--- config.mk ---
export PLATFORM = sky130hd
export DESIGN_NAME = alu_issue_stage
export DESIGN_NICKNAME = d
export VERILOG_FILES = /design/src/rtl/alu_issue_pkg.sv /design/src/rtl/alu_issue_stage_regfile.sv /design/src/rtl/alu_issue_stage.sv
export SDC_FILE = /design/constraint.sdc
export NUM_CORES = 2
export LEC_CHECK = 0
export CAP_MARGIN = 20
export CORE_ASPECT_RATIO = 1.5
export CORE_MARGIN = 2
export CORE_UTILIZATION = 50
export DETAILED_ROUTE_END_ITERATION = 8
export GPL_TIMING_DRIVEN = 0
export HOLD_SLACK_MARGIN = 0.05
export MAX_ROUTING_LAYER = met4
export PLACE_DENSITY = 0.67
export SLEW_MARGIN = 20
export SYNTH_ARGS = -nofsm -noshare
export SYNTH_HDL_FRONTEND = slang
export SYNTH_SLANG_ARGS = --single-unit
--- constraint.sdc ---
create_clock -name clk -period 4.1 [get_ports clk]
set_input_delay 0.82 -clock clk [delete_from_list [all_inputs] [get_ports clk]]
set_output_delay 0.82 -clock clk [all_outputs]
set_load 0.005 [all_outputs]
--- src/rtl/alu_issue_pkg.sv ---
// Shared types and constants for the ALU issue/writeback stage.
// Holds the FSM state encoding, ALU opcode values and the opcode legality check.
package alu_issue_pkg;

   localparam int NREG = 32;
   localparam int DW   = 32;
   localparam int AW   = 5;

   typedef enum logic [1:0] {
      IDLE = 2'd0,
      EXEC = 2'd1,
      WB   = 2'd2
   } state_t;

   localparam logic [2:0] OP_ADD       = 3'd0;
   localparam logic [2:0] OP_SUB       = 3'd1;
   localparam logic [2:0] OP_AND       = 3'd2;
   localparam logic [2:0] OP_OR        = 3'd3;
   localparam logic [2:0] OP_SRL       = 3'd4;
   localparam logic [2:0] OP_SRA       = 3'd5;
   localparam logic [2:0] OP_MAX_LEGAL = 3'd5;

   function automatic logic op_legal(input logic [2:0] op);
      return (op <= OP_MAX_LEGAL);
   endfunction

endpackage

--- src/rtl/alu_issue_stage_regfile.sv ---
// 32x32 register file for the issue stage.
// Register 0 ignores writes and reads as zero. Reads are combinational: two operand ports and one debug port.
module issue_regfile
   import alu_issue_pkg::*;
(
   input  logic          clk,
   input  logic          rst_n,
   input  logic          we,
   input  logic [AW-1:0] waddr,
   input  logic [DW-1:0] wdata,
   input  logic [AW-1:0] ra_addr,
   input  logic [AW-1:0] rb_addr,
   output logic [DW-1:0] ra_data,
   output logic [DW-1:0] rb_data,
   input  logic [AW-1:0] dbg_addr,
   output logic [DW-1:0] dbg_data
);

   logic [DW-1:0] mem_r [NREG];

   // Register storage; writes to address 0 are dropped.
   always_ff @(posedge clk or negedge rst_n) begin
      if (!rst_n) begin
         mem_r <= '{default: '0};
      end else if (we && (waddr != 5'd0)) begin
         mem_r[waddr] <= wdata;
      end
   end

   assign ra_data  = (ra_addr  == 5'd0) ? '0 : mem_r[ra_addr];
   assign rb_data  = (rb_addr  == 5'd0) ? '0 : mem_r[rb_addr];
   assign dbg_data = (dbg_addr == 5'd0) ? '0 : mem_r[dbg_addr];

endmodule

--- src/rtl/alu_issue_stage.sv ---
// Issue and writeback stage for the external 3-bit-opcode combinational ALU.
// Accepts a command, reads its operands, drives the ALU, and writes the result back to the register file.
module alu_issue_stage
   import alu_issue_pkg::*;
(
   input  logic        clk,
   input  logic        rst_n,
   input  logic        cmd_valid,
   output logic        cmd_ready,
   input  logic [2:0]  cmd_op,
   input  logic [4:0]  cmd_rs,
   input  logic [4:0]  cmd_rt,
   input  logic [4:0]  cmd_rd,
   input  logic        cmd_use_imm,
   input  logic [31:0] cmd_imm,
   output logic [31:0] alu_a,
   output logic [31:0] alu_b,
   output logic [2:0]  alu_op,
   input  logic [31:0] alu_c,
   output logic        done,
   output logic [31:0] result,
   output logic        err,
   input  logic [4:0]  dbg_addr,
   output logic [31:0] dbg_data
);

   state_t      state_r, next_state_s;
   logic [2:0]  op_r;
   logic [4:0]  rs_r, rt_r, rd_r;
   logic        use_imm_r;
   logic [31:0] imm_r;
   logic [31:0] rs_data_s, rt_data_s;
   logic        accept_s, exec_s, retire_s, wb_write_s;

   issue_regfile u_regfile (
      .clk      (clk),
      .rst_n    (rst_n),
      .we       (wb_write_s),
      .waddr    (rd_r),
      .wdata    (alu_c),
      .ra_addr  (rs_r),
      .rb_addr  (rt_r),
      .ra_data  (rs_data_s),
      .rb_data  (rt_data_s),
      .dbg_addr (dbg_addr),
      .dbg_data (dbg_data)
   );

   // State register.
   always_ff @(posedge clk or negedge rst_n) begin
      if (!rst_n) begin
         state_r <= IDLE;
      end else begin
         state_r <= next_state_s;
      end
   end

   always_comb begin
      next_state_s = IDLE;
      case (state_r)
         IDLE: begin
            if (cmd_valid) begin
               next_state_s = EXEC;
            end else begin
               next_state_s = IDLE;
            end
         end
         EXEC:    next_state_s = WB;
         WB:      next_state_s = IDLE;
         default: next_state_s = IDLE;
      endcase
   end

   always_comb begin
      cmd_ready = 1'b0;
      exec_s    = 1'b0;
      retire_s  = 1'b0;
      case (state_r)
         IDLE:    cmd_ready = 1'b1;
         EXEC:    exec_s    = 1'b1;
         WB:      retire_s  = 1'b1;
         default: cmd_ready = 1'b0;
      endcase
   end

   assign accept_s   = cmd_ready & cmd_valid;
   assign wb_write_s = retire_s & op_legal(op_r);

   // Command fields are latched at acceptance; operands are read later, in EXEC.
   always_ff @(posedge clk or negedge rst_n) begin
      if (!rst_n) begin
         op_r      <= 3'd0;
         rs_r      <= 5'd0;
         rt_r      <= 5'd0;
         rd_r      <= 5'd0;
         use_imm_r <= 1'b0;
         imm_r     <= 32'd0;
      end else if (accept_s) begin
         op_r      <= cmd_op;
         rs_r      <= cmd_rs;
         rt_r      <= cmd_rt;
         rd_r      <= cmd_rd;
         use_imm_r <= cmd_use_imm;
         imm_r     <= cmd_imm;
      end
   end

   // The ALU inputs are loaded from the EXEC-cycle register read, so alu_c is valid while in WB.
   always_ff @(posedge clk or negedge rst_n) begin
      if (!rst_n) begin
         alu_a  <= 32'd0;
         alu_b  <= 32'd0;
         alu_op <= 3'd0;
      end else if (exec_s) begin
         alu_a  <= rs_data_s;
         alu_b  <= use_imm_r ? imm_r : rt_data_s;
         alu_op <= op_r;
      end
   end

   always_ff @(posedge clk or negedge rst_n) begin
      if (!rst_n) begin
         done   <= 1'b0;
         err    <= 1'b0;
         result <= 32'd0;
      end else begin
         done <= retire_s;
         err  <= retire_s & ~op_legal(op_r);
         if (wb_write_s) begin
            result <= alu_c;
         end
      end
   end

endmodule
==> Yosys cells after proc, flatten, opt, wreduce, memory -nomap -nowiden <==
Cells that the tools add are included.
{ "classes": {"magnitude_cmp": 6, "n_eq_ne": 2, "n_mux": 21, "bitwise": 8, "n_reduce_logical": 7} }
{ "ops": {"columns": ["operator", "count"], "rows": [
  ["$bwmux 1024", 1],
  ["$bmux 32 s5", 3],
  ["$mux 32", 11],
  ["$demux 32 s5", 1],
  ["$ge 6x6->1 const B", 4],
  ["$not 5->6", 4],
  ["$logic_not 5->1", 3],
  ["$lt 6x1->1 const B", 1],
  ["$reduce_bool 5->1", 1],
  ["$mux 1", 4],
  ["$pmux 2 s2", 1],
  ["$and 1x1->1", 3],
  ["$le 3x3->1 const B", 1],
  ["$eq 2x1->1 const B", 1],
  ["$eq 2x2->1 const B", 1],
  ["$logic_and 1x1->1", 2],
  ["$logic_not 2->1", 1],
  ["$not 1->1", 1]
]} }
{ "totals": {"reg_bits": 1178, "input_bits": 91} }

==> Longest topological paths before layout <==
{ "logic_depth": {"word_depth": 6, "mapped_depth": 10} }

==> Modules after synthesis <==
Synthesis repeated with hierarchy kept, for this count alone.
{ "hier_totals": {"cells_unflattened": 4799, "area_unflattened_um2": 68846.0} }
{ "by_module_without_submodules": {"columns": ["mod", "n_inst", "cells_per_inst", "area_per_inst_um2", "seq_area_each_um2"], "rows": [
  ["issue_regfile", 1, 4325, 62591.3, 25624.6],
  ["alu_issue_stage", 1, 474, 6254.7, 3853.7]
]} }

==> Worst setup path before layout <==
OpenSTA, ideal clock, no wires.
{ "synth_timing": {"path_type": "input -> output", "start": "input port dbg_addr[0]", "end": "output port dbg_data[17]", "arrival_ns": 2.364, "path_slack_ns": 0.916, "path_stages": 7, "n_path_buf": 3, "path_cell_list": "buf_2 -> clkbuf_1 -> buf_2 -> mux4_2 -> mux2i_1 -> o22a_1 -> o221ai_1"} }
{ "synth_via": {"elab_chain_len": 5, "elab_cells_between_ends": 6, "cone_classes": "mux (4); bitwise (1); reduce/logical (1)"} }
{ "synth_rtl": {"columns": ["element", "line_no", "source"], "rows": [
  ["start, declared", "alu_issue_stage.sv:23", "input logic [4:0] dbg_addr,"],
  ["$not 5->6 (implied by the code)", "alu_issue_stage_regfile.sv:32", "assign dbg_data = (dbg_addr == 5'd0) ? '0 : mem_r[dbg_addr];"],
  ["$bmux 32 s5", "alu_issue_stage_regfile.sv:32", null],
  ["$mux 32 (implied by the code) (2 in a row)", "alu_issue_stage_regfile.sv:32", null],
  ["$mux 32 (*)", "alu_issue_stage_regfile.sv:32", null],
  ["end, declared", "alu_issue_stage.sv:24", "output logic [31:0] dbg_data"]
]} }
Every way passes the cells marked *; elsewhere a longest branch is shown, timed or not. The select of a mux whose other input is x is not followed.

==> Final worst setup path <==
{ "layout_timing": {"start": "input port dbg_addr[3]", "end": "output port dbg_data[28]"} }
The elaborated chain is that of the path after synthesis.

==> impl_metrics.csv <==
group,metric,value,unit
sta,fin_ws,-0.157,ns
sta,timing.hold.ws,0.474,ns
power_and_ir_drop,p_total,54.5,mW
synthesis,synth_area_leaders,"dfrtp_1 (43%), mux4_2 (20%), mux2_2 (17%)",
detailed_routing,ant_nets,0,
sta,finalClockSkew,0.0438,ns
synthesis,synth_ff_type,"dfrtp_1",
critical_path,regToRegStartpoint,"rt_r[2]$_DFFE_PN0P_",
detailed_routing,vias,56600,
synthesis,syn_inst,4848,
floorplanning,die_x,308,um
cells_and_area,synthToLayoutAreaGrowth,16.7,%
min_path,hp-class,"reg2reg",
critical_path,required,3.28,ns
min_path,hold_start,"op_r[0]$_DFFE_PN0P_",
min_path,holdPathEnd,"alu_op[0]$_DFFE_PN0P_",
synthesis,ys_warn_count,0,
sta,max_clock_freq,235,MHz
placed_design,dpl_cell_area,75400,sq um
synthesis,synth_edf_count,0,
cts,cts_max_level,3,
cts,clk_pin_slew,0.06,ns
flow_run,maxCapViolCount,0,
sta,rsz0062_at_grt,"yes",
floorplanning,die_area,141000,sq um
synthesis,synth_top_area_cell,"dfrtp_1",
placed_design,portBuffers,221,
synthesis,synth_cell_types,53,
floorplanning,io_pins,225,
synthesis,async_reset_ff_frac,1.00,
placed_design,dp_hpwl,268,mm
grt,grt_usage,0.560,
cells_and_area,fin_cells,7181,
cells_and_area,final_cell_area,80600,sq um
grt,overflow,0,
synthesis,synth.yosys.seq_area_share,0.427,
detailed_routing,drcViolationCount,0,
cells_and_area,finish.net_count,5352,
power_and_ir_drop,irDropWorstVdd,552,uV
sta,relSlewSlack,0.0832,
cts,clock_latency,0.84,ns
sta,setup_viol,22,
cells_and_area,drive_gt1_frac,0.448,
synthesis,netlist.area_leader.share,0.427,
critical_path,ff2ff_setup_slack,0.10,ns
min_path,hold_depth,2,
cts,cts_buffers,121,
placed_design,place.gp.congestion,1.09,
floorplanning,start_util,0.502,
critical_path,cp-start-kind,"input port",
critical_path,reg2reg_to,"alu_b[0]$_DFFE_PN0P_",
floorplanning,core-area,138000,sq um
placed_design,dp.cells,6909,
outcome,outcome,"finished, violations left",
cts,tritoncts,"done",
cells_and_area,post-route-util,0.585,
detailed_routing,vias_per_cell,7.88,
sta,fin_crit_sh,1.04,
grt,grt_pass1_wl,500,mm
detailed_routing,first_iter_violations,9712,
sta,slew_viol_final,0,
critical_path,timing_worst_setup_path_type,"in2out",
grt,grt_pass1_vias,54300,
critical_path,endpoint_kind,"primary output",
detailed_routing,wl,384,mm
cts,cts.sinks,1178,
grt,grt_max_degree,147,
critical_path,critPathArrivalTime,3.44,ns
power_and_ir_drop,p_leak,34.7,nW
detailed_routing,dr.pass1.iters,8,
power_and_ir_drop,powerDensity,677,nW/um^2
sta,min_period,4.26,ns
synthesis,synth_common_cells,"dfrtp_1 (1,178), mux2_2 (1,023), mux4_2 (608)",
detailed_routing,wl_per_cell,53.5,um
cells_and_area,fill_cells,11000,
sta,worst_pin_slew,1.38,ns
floorplanning,rows,167,
cts,root_buffer,"clkbuf_16",
synthesis,ys_ff_latch,1178,
critical_path,reg2regPathDepth,6,
grt,antenna_found_initial,32,
synthesis,syn_area_per_cell,14.3,sq um
synthesis,syn_area,69100,sq um
outcome,violations,"setup timing",
cts,cts_buffer_depth,3,
critical_path,cp_max_fo,10,
floorplanning,chipHeight,459,um
synthesis,synth_most_common_cell,"dfrtp_1",
sta,final-hold-violation-count,0,
synthesis,syn_nets,4939,
through the flow:
| stage | setup TNS [ns] | worst slack (ns) |
|---|---|---|
| 5_1_grt | -0.216 | -0.0344 |
| 3_5_place_dp | -22.27 | -1.07 |
| 6_report | -1.24 | -0.157 |
| 4_1_cts | -0.572 | -0.0661 |
| 3_3_place_gp | - | -53.28 |
| 2_1_floorplan | 0 | 0.916 |
power breakdown:
| part | internal [mW] | leakage [nW] | switching [mW] |
|---|---|---|---|
| Combinational | 10.7 | 17.7 | 11.7 |
| Clock | 7.53 | 2.18 | 5.37 |
| Sequential | 15.2 | 14.9 | 3.98 |
worst max path at each step:
stage / from / endpoint / depth (start not counted)
finish: dbg_addr[3] / dbg_data[28] / 7
global route: dbg_addr[1] / dbg_data[15] / 9
CTS: dbg_addr[0] / dbg_data[0] / 7
detailed placement: dbg_addr[0] / dbg_data[31] / 7
global placement: rst_n / u_regfile.mem_r[202]$_DFFE_PN0P_ / 1
floorplan: dbg_addr[0] / dbg_data[17] / 7
critical path: stages:
cell,delay [ns]
clkbuf_1,0.32
buf_6,0.40
buf_2,0.49
buf_16,0.25
mux2i_1,0.10
o221ai_1,0.43
clkdlybuf4s50_1,0.60
what timing repair did:
item,in CTS,in global routing
hold buffers,1,0
endpoints found under the hold margin,92,0
setup endpoints to repair,32,31
resized for setup,118,61
buffers inserted,0,2
state kept, by name, indices dropped and copies added (netlist names), 3 cells and up:
register / count
result: 32
rd_r: 5
rt_r: 5
alu_a: 32
rs_r: 5
alu_b: 32
alu_op: 3
op_r: 3
imm_r: 32
u_regfile.mem_r: 1024
cell type report:
class                      instances  area (sq um)  share of cell area
timing repair buffer             291          3950              0.0490
sequential                      1178         29500               0.366
tap                             1774          2220              0.0275
antenna                           43           108             0.00133
clock inverter                    56           952              0.0118
inverter                           3          11.3            0.000140
clock buffer                     170          3520              0.0436
multi-input combinational       3104         36900               0.458
buffer                           562          3450              0.0429
routing by layer:
metal	GRT usage	share of wire
met5	-	0
met4	0.500	0.12
met3	0.271	0.15
met2	0.728	0.40
met1	0.630	0.33
cells in the final DEF, fill, tap and decap left out, types with 42 or more instances in the layout:
cell,Yosys,final
a211oi_1,56,56
a22o_1,68,68
buf_16,0,55
buf_2,158,153
buf_4,33,42
buf_6,42,55
clkbuf_1,296,195
clkbuf_16,0,124
clkbuf_2,2,91
clkdlybuf4s50_1,0,217
dfrtp_1,1178,1178
diode_2,0,43
mux2_1,114,114
mux2_2,1023,1023
mux2_4,90,90
mux2i_1,294,290
mux4_2,608,608
nand2_1,244,244
nor2_1,63,61
o221ai_1,51,48
o22ai_1,176,176
cells by family (layout without fill, tap and decap cells):
group | after synthesis | in the layout | synth area share
compound gates | 501 | 501 | 0.0546
other cells | 0 | 43 | 0
simple gates | 474 | 474 | 0.0327
mux | 2129 | 2129 | 0.446
buf+inv | 566 | 1082 | 0.0405
flops | 1178 | 1178 | 0.427
(Power assumes the default switching activity.)
